<file path="config.mk">
export PLATFORM = sky130hd
export DESIGN_NAME = alu_sequencer_flat
export DESIGN_NICKNAME = d
export VERILOG_FILES = /design/src/rtl/alu_sequencer_if.sv /design/src/rtl/alu_sequencer.sv /design/src/flat_wrapper.sv
export SDC_FILE = /design/constraint.sdc
export NUM_CORES = 1
export LEC_CHECK = 0
export ABC_AREA = 1
export BUFFER_PORTS_ARGS = -buffer_cell sky130_fd_sc_hd__buf_4
export CAP_MARGIN = 5
export CORE_UTILIZATION = 61
export CTS_CLUSTER_SIZE = 25
export DETAILED_ROUTE_END_ITERATION = 12
export PLACE_DENSITY = 0.83
export SKIP_LAST_GASP = 1
export SLEW_MARGIN = 25
export SYNTH_ARGS = -nofsm -noshare
export SYNTH_HDL_FRONTEND = slang
export SYNTH_SLANG_ARGS = --single-unit
</file>
<file path="constraint.sdc">
create_clock -name clk -period 2.55 [get_ports clk]
set_input_delay 0 -clock clk [delete_from_list [all_inputs] [get_ports clk]]
set_output_delay 0 -clock clk [all_outputs]
set_load 0.02 [all_outputs]
</file>
<file path="src/rtl/alu_sequencer_if.sv">
// ALU command bus between the sequencer (master) and the 8-bit ALU (slave).
interface alu_sequencer_if;
    logic [7:0] alu_data;
    logic [3:0] alu_select;
    logic       alu_perform;
    logic [7:0] alu_y;

    modport master (output alu_data, output alu_select, output alu_perform, input alu_y);
    modport slave  (input alu_data, input alu_select, input alu_perform, output alu_y);
endinterface

</file>
<file path="src/rtl/alu_sequencer.sv">
// Runs a stored program of ALU operations: setup, perform pulse, settle, capture,
// four cycles per instruction, with one result per Y-producing opcode.
module alu_sequencer #(
    parameter int unsigned DEPTH = 16,
    parameter int unsigned AW    = 4
) (
    input  logic              clk,
    input  logic              reset,
    input  logic              prog_we,
    input  logic [AW-1:0]     prog_addr,
    input  logic [11:0]       prog_wdata,
    input  logic [AW:0]       prog_len,
    input  logic              start,
    input  logic              abort,
    alu_sequencer_if.master   alu,
    output logic [7:0]        result,
    output logic              result_valid,
    output logic              busy,
    output logic              done,
    output logic [AW-1:0]     pc
);
    localparam int unsigned IW = 12;
    localparam int unsigned DW = 8;
    localparam int unsigned OW = 4;
    localparam logic [OW-1:0] LAST_Y_OP = 4'hC;

    typedef enum logic [2:0] {
        S_IDLE, S_ISSUE, S_PULSE, S_HOLD, S_CAPTURE, S_DONE
    } state_t;

    state_t           state, state_nxt;
    logic [IW-1:0]    mem [DEPTH];
    logic [AW-1:0]    last_q, last_d, last_sat;
    logic [AW-1:0]    mem_addr, pc_d;
    logic [IW-1:0]    instr;
    logic [DW-1:0]    data_d, result_d;
    logic [OW-1:0]    sel_d;
    logic             perf_d, rv_d, busy_d, done_d;
    logic             prog_wr;

    // Writes are locked out while running and on the cycle a start is accepted
    assign prog_wr = prog_we && !busy && !(state == S_IDLE && start);

    always_ff @(posedge clk) begin
        if (prog_wr) mem[prog_addr] <= prog_wdata;
    end

    // State and registered outputs
    always_ff @(posedge clk or negedge reset) begin
        if (!reset) begin
            state           <= S_IDLE;
            alu.alu_data    <= '0;
            alu.alu_select  <= '0;
            alu.alu_perform <= 1'b0;
            result          <= '0;
            result_valid    <= 1'b0;
            busy            <= 1'b0;
            done            <= 1'b0;
            pc              <= '0;
            last_q          <= '0;
        end else begin
            state           <= state_nxt;
            alu.alu_data    <= data_d;
            alu.alu_select  <= sel_d;
            alu.alu_perform <= perf_d;
            result          <= result_d;
            result_valid    <= rv_d;
            busy            <= busy_d;
            done            <= done_d;
            pc              <= pc_d;
            last_q          <= last_d;
        end
    end

    // Next state; abort overrides everything outside IDLE
    always_comb begin
        state_nxt = state;
        case (state)
            S_IDLE:    if (start) state_nxt = (prog_len == '0) ? S_DONE : S_ISSUE;
            S_ISSUE:   state_nxt = S_PULSE;
            S_PULSE:   state_nxt = S_HOLD;
            S_HOLD:    state_nxt = S_CAPTURE;
            S_CAPTURE: state_nxt = (pc == last_q) ? S_DONE : S_ISSUE;
            S_DONE:    state_nxt = S_IDLE;
            default:   state_nxt = S_IDLE;
        endcase
        if (abort && state != S_IDLE) state_nxt = S_IDLE;
    end

    // Output values for the cycle being entered
    always_comb begin
        data_d   = alu.alu_data;
        sel_d    = alu.alu_select;
        perf_d   = 1'b0;
        result_d = result;
        rv_d     = 1'b0;
        busy_d   = busy;
        done_d   = 1'b0;
        pc_d     = pc;
        last_d   = last_q;

        if (prog_len >= (AW+1)'(DEPTH)) last_sat = AW'(DEPTH - 1);
        else                            last_sat = AW'(prog_len - (AW+1)'(1));

        // Instruction fetched for the ISSUE cycle about to start
        mem_addr = (state == S_IDLE) ? '0 : AW'(pc + AW'(1));
        instr    = mem[mem_addr];

        case (state_nxt)
            S_ISSUE: begin
                sel_d  = instr[11:8];
                data_d = instr[7:0];
                busy_d = 1'b1;
                if (state == S_IDLE) begin
                    pc_d   = '0;
                    last_d = last_sat;
                end else begin
                    pc_d = mem_addr;
                end
            end
            S_PULSE: perf_d = 1'b1;
            S_CAPTURE: begin
                if (alu.alu_select <= LAST_Y_OP) begin
                    result_d = alu.alu_y;
                    rv_d     = 1'b1;
                end
            end
            S_DONE: begin
                done_d = 1'b1;
                busy_d = 1'b0;
            end
            S_IDLE: busy_d = 1'b0;
            default: ;
        endcase
    end
endmodule

</file>
<file path="src/flat_wrapper.sv">
// flat-port wrapper written by rule: the top's interface ports become plain ports
module alu_sequencer_flat 
#(
    parameter int unsigned DEPTH = 16,
    parameter int unsigned AW    = 4
)
  (clk, reset, prog_we, prog_addr, prog_wdata, prog_len, start, abort, result, result_valid, busy, done, pc, alu_alu_data, alu_alu_select, alu_alu_perform, alu_alu_y);
  alu_sequencer_if alu_i ();
  input  logic clk;
  input  logic reset;
  input  logic prog_we;
  input  logic [AW-1:0] prog_addr;
  input  logic [11:0] prog_wdata;
  input  logic [AW:0] prog_len;
  input  logic start;
  input  logic abort;
  output logic [7:0] result;
  output logic result_valid;
  output logic busy;
  output logic done;
  output logic [AW-1:0] pc;
  output wire logic [$bits(alu_i.alu_data)-1:0] alu_alu_data;
  output wire logic [$bits(alu_i.alu_select)-1:0] alu_alu_select;
  output wire logic [$bits(alu_i.alu_perform)-1:0] alu_alu_perform;
  input wire logic [$bits(alu_i.alu_y)-1:0] alu_alu_y;
  assign alu_alu_data = alu_i.alu_data;
  assign alu_alu_select = alu_i.alu_select;
  assign alu_alu_perform = alu_i.alu_perform;
  assign alu_i.alu_y = alu_alu_y;
  alu_sequencer #(.DEPTH(DEPTH), .AW(AW)) u_core (.clk(clk), .reset(reset), .prog_we(prog_we), .prog_addr(prog_addr), .prog_wdata(prog_wdata), .prog_len(prog_len), .start(start), .abort(abort), .alu(alu_i), .result(result), .result_valid(result_valid), .busy(busy), .done(done), .pc(pc));
endmodule
</file>
# ---- After elaboration in Yosys (flattened, before gate mapping)
# Memory sizes are Yosys's and may differ from the RTL's. A register that Yosys moved wholly into a read port is not among the register bits.
# Index checks and enable logic that the tools add are counted.
dict set report word_totals {
  regBits 23
  ramBits 192
  input_bits 34
  output_inout_bits 28
  wordCells 52
  memories 1
}
dict set report classes {
  addsub 2
  order_cmp 2
  n_eq_ne 9
  mux 15
  reduce_logical 15
}
# name depth width rd rd_ports_with_merged_regs wr line
set memory_table {}
lappend memory_table {u_core.mem 16 12 1 1 1 alu_sequencer.sv:32} ;# logic [IW-1:0] mem [DEPTH];
# operator n
set op_table {}
lappend op_table {{3-bit case mux with 5 select lines} 1}
lappend op_table {{3-bit 2-to-1 mux} 4}
lappend op_table {{4-bit 2-to-1 mux} 3}
lappend op_table {{3-bit by 2-bit equality test with 1-bit output, second input constant} 3}
lappend op_table {{3-bit equality test, second input constant} 3}
lappend op_table {{3-bit by 1-bit equality test with 1-bit output, second input constant} 2}
lappend op_table {{3-bit zero test} 2}
lappend op_table {{1-bit 2-to-1 mux} 6}
lappend op_table {{5-bit greater-or-equal comparator, second input constant} 1}
lappend op_table {{5-bit zero test} 1}
lappend op_table {{4-bit by 1-bit adder with 4-bit output, second input constant} 1}
lappend op_table {{4-bit equality test} 1}
lappend op_table {{4-bit less-or-equal comparator, second input constant} 1}
lappend op_table {{1-bit logical AND} 4}
lappend op_table {{2-bit AND reduction} 2}
lappend op_table {{4-bit by 1-bit subtractor with 4-bit output, second input constant} 1}
lappend op_table {{1-bit zero test} 3}
lappend op_table {{3-bit nonzero test} 1}
lappend op_table {{1-bit case mux with 2 select lines} 1}
lappend op_table {{2-bit nonzero test} 1}
lappend op_table {{2-bit OR reduction} 1}

# ---- Depth between registers and ports, before layout
dict set report logic_depth {
  ltp_word 8
  depth_mapped 13
  ltp_nobuf 12
}

# ---- Worst setup path before layout
# No wires, ideal clock.
dict set report synth_path {
  path_type {register to register}
  from {register u_core.state[1]}
  to {memory u_core.mem[0][0] (enable)}
  t_arrival_ps 1740
  required_ps 2170
  setup_slack_ps 429
  stages_incl_launch_ff 10
  path_buffers 3
  synth_period_minus_slack_ps 2121
  cell_sequence {dfrtp_1 nor2_4 nand2_2 buf_6 buf_6 buf_6 o211ai_1 inv_2 nand2_1 nor2_1}
}
dict set report synth_via {
  elab_chain_cells 6
}
# element line
set synth_rtl {}
lappend synth_rtl {{start: declaration} alu_sequencer.sv:31} ;# state_t state, state_nxt;
lappend synth_rtl {{start signal: assignment} alu_sequencer.sv:62} ;# state <= state_nxt;
lappend synth_rtl {{3-bit zero test} alu_sequencer.sv:42} ;# assign prog_wr = prog_we && !busy && !(state == S_IDLE && start);
lappend synth_rtl {{1-bit logical AND} alu_sequencer.sv:42}
lappend synth_rtl {{1-bit zero test} alu_sequencer.sv:42}
lappend synth_rtl {{1-bit logical AND} alu_sequencer.sv:42}
lappend synth_rtl {{1-bit 2-to-1 mux} alu_sequencer.sv:45} ;# if (prog_wr) mem[prog_addr] <= prog_wdata;
lappend synth_rtl {{1-bit 2-to-1 mux (implied by the code)} alu_sequencer.sv:45}
lappend synth_rtl {{end: declaration} alu_sequencer.sv:32}
# Every way passes these cells.

# ---- Final worst setup path
dict set report layout_path {
  from {register u_core.state[2]}
  to {register u_core.alu.alu_data[1]}
}
dict set report layout_via {
  elab_chain_cells 4
  elab_cells_between_ends 12
}
# element line
set layout_rtl {}
lappend layout_rtl {{3-bit equality test, or another cell as far along} alu_sequencer.sv:78} ;# case (state)
lappend layout_rtl {{3-bit case mux with 5 select lines / 1-bit logical AND (equally long branches)} {alu_sequencer.sv:78, alu_sequencer.sv:87}}
lappend layout_rtl {{3-bit 2-to-1 mux} alu_sequencer.sv:87} ;# if (abort && state != S_IDLE) state_nxt = S_IDLE;
lappend layout_rtl {{3-bit by 1-bit equality test with 1-bit output} alu_sequencer.sv:109} ;# case (state_nxt)
lappend layout_rtl {{end signal: assignment} alu_sequencer.sv:63} ;# alu.alu_data <= data_d;
lappend layout_rtl {{end: declaration} alu_sequencer_if.sv:8} ;# modport master (output alu_data, output alu_select, output alu_perform, input alu_y);
# Parallel ways exist; a longest one is shown, timed or not.
# A chain may end at the register's enable or synchronous reset.

==> results.py <==
metrics = {
    "cts": {
        "cts_max_level": 1,
        "ctsRootBufferMaster": "clkbuf_16",
        "cts_setup_buffers": 0,
        "cts_buffers": 23,
        "clk_latency_ns": 0.50,
        "ctsLongestPathBuffers": 3,
        "cts_sinks": 227,
        "cts_tree": "yes",
        "clk_pin_slew_ns": 0.06,
    },
    "die": {
        "core-area_um2": 15940,
        "ios": 62,
        "die_h_um": 129.9,
        "die_w_um": 129.9,
        "start_util_pct": 62.61,
        "dieArea_um2": 16880,
        "num_rows": 46,
    },
    "power": {
        "ir_worst_vdd_v": 0.0008159,
        "p_leak_uw": 0.004846,
        "power_density_nw_per_um2": 1062,
    },
    "timing": {
        "setup_slack_ns": 0.2099,
        "hold_violations": 0,
        "final-max-slew-violation-count": 0,
        "rsz0062_at_grt": "no",
        "worst_pin_slew_ns": 0.9884,
        "min_period_ns": 2.340,
        "layout_worst_path_cycle_share_pct": 91.77,
        "fmax_mhz": 427.3,
        "slew_headroom_pct": 33.86,
        "fin_tns_setup_ns": 0,
        "whs_ns": 0.1117,
        "setup_viol": 0,
        "finClkSkew_ns": 0.005825,
    },
    "placed_design": {
        "place.gp.congestion": 0.8440,
        "hpwl_um": 13440,
        "pre_cts_slack_ns": 0.2872,
        "portBuffers": 61,
    },
    "layout": {
        "drive_gt1_share_pct": 14.49,
        "seq_area_um2": 6641,
        "fillerInstances": 1044,
        "area_growth_pct": 17.50,
        "multiInputGateArea_um2": 2815,
        "finalNetCount": 1071,
        "diodes": 0,
    },
    "status": {
        "status": "complete, no violations",
    },
    "critical_path": {
        "worstSetupPathType": "flip-flop to flip-flop",
        "end_kind": "flip-flop",
        "slowest_delay_ns": 0.50,
        "cpMostUsedCell": "nand2_1",
        "timing.critical_path.buf_inv": 3,
        "path_cells": "inv_2, nand2_4, buf_4, nand2_1, nor2_2, inv_1, nand3_1, nand2_1, nand2_1, nand2_1",
        "crit_arrival_ns": 2.73,
        "slowest_stage": "nor2_2",
        "critical_path.max_fanout": 16,
        "crit_family": "simple AND/OR/NAND/NOR gates",
        "startpoint_type": "flip-flop",
        "required_ns": 2.94,
    },
    "drt": {
        "vias": 7107,
        "wirelength_um": 22510,
        "ant_nets": 0,
        "route.detailed.drc": 0,
        "dr.first_iter.drc_count": 787,
        "viasPerCell": 5.618,
        "wl_per_cell_um": 17.79,
        "firstDrtPassIters": 6,
    },
    "global_route": {
        "grt_pass1_vias": 6859,
        "grt_usage_pct": 27.97,
        "grt_max_degree": 85,
        "grt_overflow_total": 0,
        "antenna_found_initial": 0,
        "grt_first_pass_wirelength_um": 35710,
    },
    "yosys": {
        "synth_area_um2": 9982,
        "ys.warnings.count": 0,
        "syn_avg_cell_area_um2": 10.63,
        "synthesis.nets": 976,
        "synth_cells": 939,
        "seq_area_frac_synth_pct": 66.53,
        "ys_types": 28,
        "synth.ff_latch_count": 227,
    },
    "hold_path": {
        "hp-class": "input port to flip-flop",
    },
    "job": {
        "maxCapViolations": 0,
    },
}
-- Yosys cell counts (all sizes together) --
cell / n / share of area (%)
a31oi: 1 / 0.13
and2: 1 / 0.075
buf: 39 / 2.4
clkbuf: 11 / 0.41
dfrtp: 35 / 8.8
edfxtp: 192 / 58
ha: 3 / 0.38
inv: 72 / 2.7
nand2: 228 / 8.7
nand3: 178 / 9.2
nand3b: 48 / 3.6
nand4: 1 / 0.063
nor2: 102 / 4.1
nor3: 2 / 0.10
o211ai: 2 / 0.15
o21ai: 5 / 0.25
or2: 14 / 0.88
xnor2: 4 / 0.35
xor2: 1 / 0.088
-- cell usage in the layout (no fill, tap or decap) --
cell type / n
nand2_2: 3
dfrtp_1: 35
inv_1: 66
xor2_1: 1
nand3_1: 175
clkbuf_1: 7
dlygate4sd3_1: 38
inv_4: 1
nand3_2: 2
and2_2: 1
nand3b_1: 48
nand2_4: 1
xnor2_1: 4
bufinv_16: 1
ha_1: 3
nor3_1: 2
nand4_1: 1
nor2_2: 11
clkinv_2: 4
clkbuf_16: 23
o211ai_1: 2
nand3_4: 1
a31oi_2: 1
clkinv_1: 5
inv_2: 5
nor2_4: 2
o21ai_0: 5
edfxtp_1: 192
nand2_1: 224
buf_12: 5
buf_4: 77
or2_2: 14
nor2_1: 89
-- routing by layer --
| layer | share of wire, % | vias to the layer above | global-route usage, % |
|---|---|---|---|
| met5 | 0 | - | 0 |
| met4 | 2.2 | 0 | 9.576 |
| met3 | 8.5 | 45 | 3.977 |
| met1 | 42 | 3369 | 38.83 |
| met2 | 48 | 336 | 45.86 |
| li1 | - | 3357 | - |
-- cells by family (layout without fill, tap and decap cells) --
| group | count (synthesis) | count (layout) | synth area share (%) |
|---|---|---|---|
| xor+xnor | 5 | 5 | 0.4387 |
| flops | 227 | 227 | 66.53 |
| compound gates | 8 | 8 | 0.5263 |
| fa+ha+maj | 3 | 3 | 0.3761 |
| buf+inv | 122 | 232 | 5.490 |
| simple gates | 574 | 574 | 26.64 |
-- worst register-to-register path, cell delays in order (launching register included) --
cell     delay, ns
dfrtp_1       0.45
inv_2         0.08
nand2_4       0.10
buf_4         0.22
nand2_1       0.09
nor2_2        0.50
inv_1         0.39
nand3_1       0.21
nand2_1       0.07
nand2_1       0.07
nand2_1       0.05
-- layout make-up --
cell class              instances  share of cell area (%)
flip-flops and latches        227                   56.62
multi-input cells             590                   24.00
repair buffers                120                   9.025
clock buffers                  30                   5.131
inverters                      72                   2.326
well taps                     216                   2.304
clock inverters                10                  0.5867
-- path summary, 6_finish.rpt --
check | startpoint | endpoint | slack [ns] | cells after the start
worst min register to register | u_core.last_q[3] | u_core.last_q[3] | 0.49 | 2
max in group asynchronous | reset | u_core.result[2] | 1.82 | 4
worst max-delay path | u_core.state[2] | u_core.alu.alu_data[1] | 0.21 | 10
worst min-delay path | prog_addr[2] | u_core.mem[6][2] | 0.11 | 3
min in group asynchronous | reset | u_core.last_q[2] | 0.54 | 4
worst max register to register | u_core.state[2] | u_core.alu.alu_data[1] | 0.21 | 10
-- through the flow --
stage               power [µW]  area (µm²)  cells  util [%]
floorplan                 7943        9982    939         -
global placement          9136       10640   1186     66.74
detailed placement        9216       10640   1186     66.74
CTS                      12400       11710   1265     73.46
global route             13210       11730   1265     73.57
finish                   12450       11730   1265     73.57
-- flip-flops by register name, summed over array words and instances, names as in the netlist --
register                cells
u_core.pc                   4
u_core.alu.alu_data         8
u_core.last_q               4
u_core.alu.alu_perform      1
u_core.mem                192
u_core.result               8
u_core.result_valid         1
u_core.state                3
u_core.alu.alu_select       4
u_core.done                 1
u_core.busy                 1
-- what timing repair did --
item                       CTS  global route
setup endpoints to repair    0             0
hold endpoints to repair   246             0
hold buffers                39             0
gates resized for setup      0             0
-- power by group --
group	switching, µW	leakage, µW	internal, µW
Clock	1290	0.000329	1750
Sequential	248	0.00218	4350
Combinational	3160	0.00234	1650
Total	4700	0.00485	7750
(Power assumes the default switching activity.)
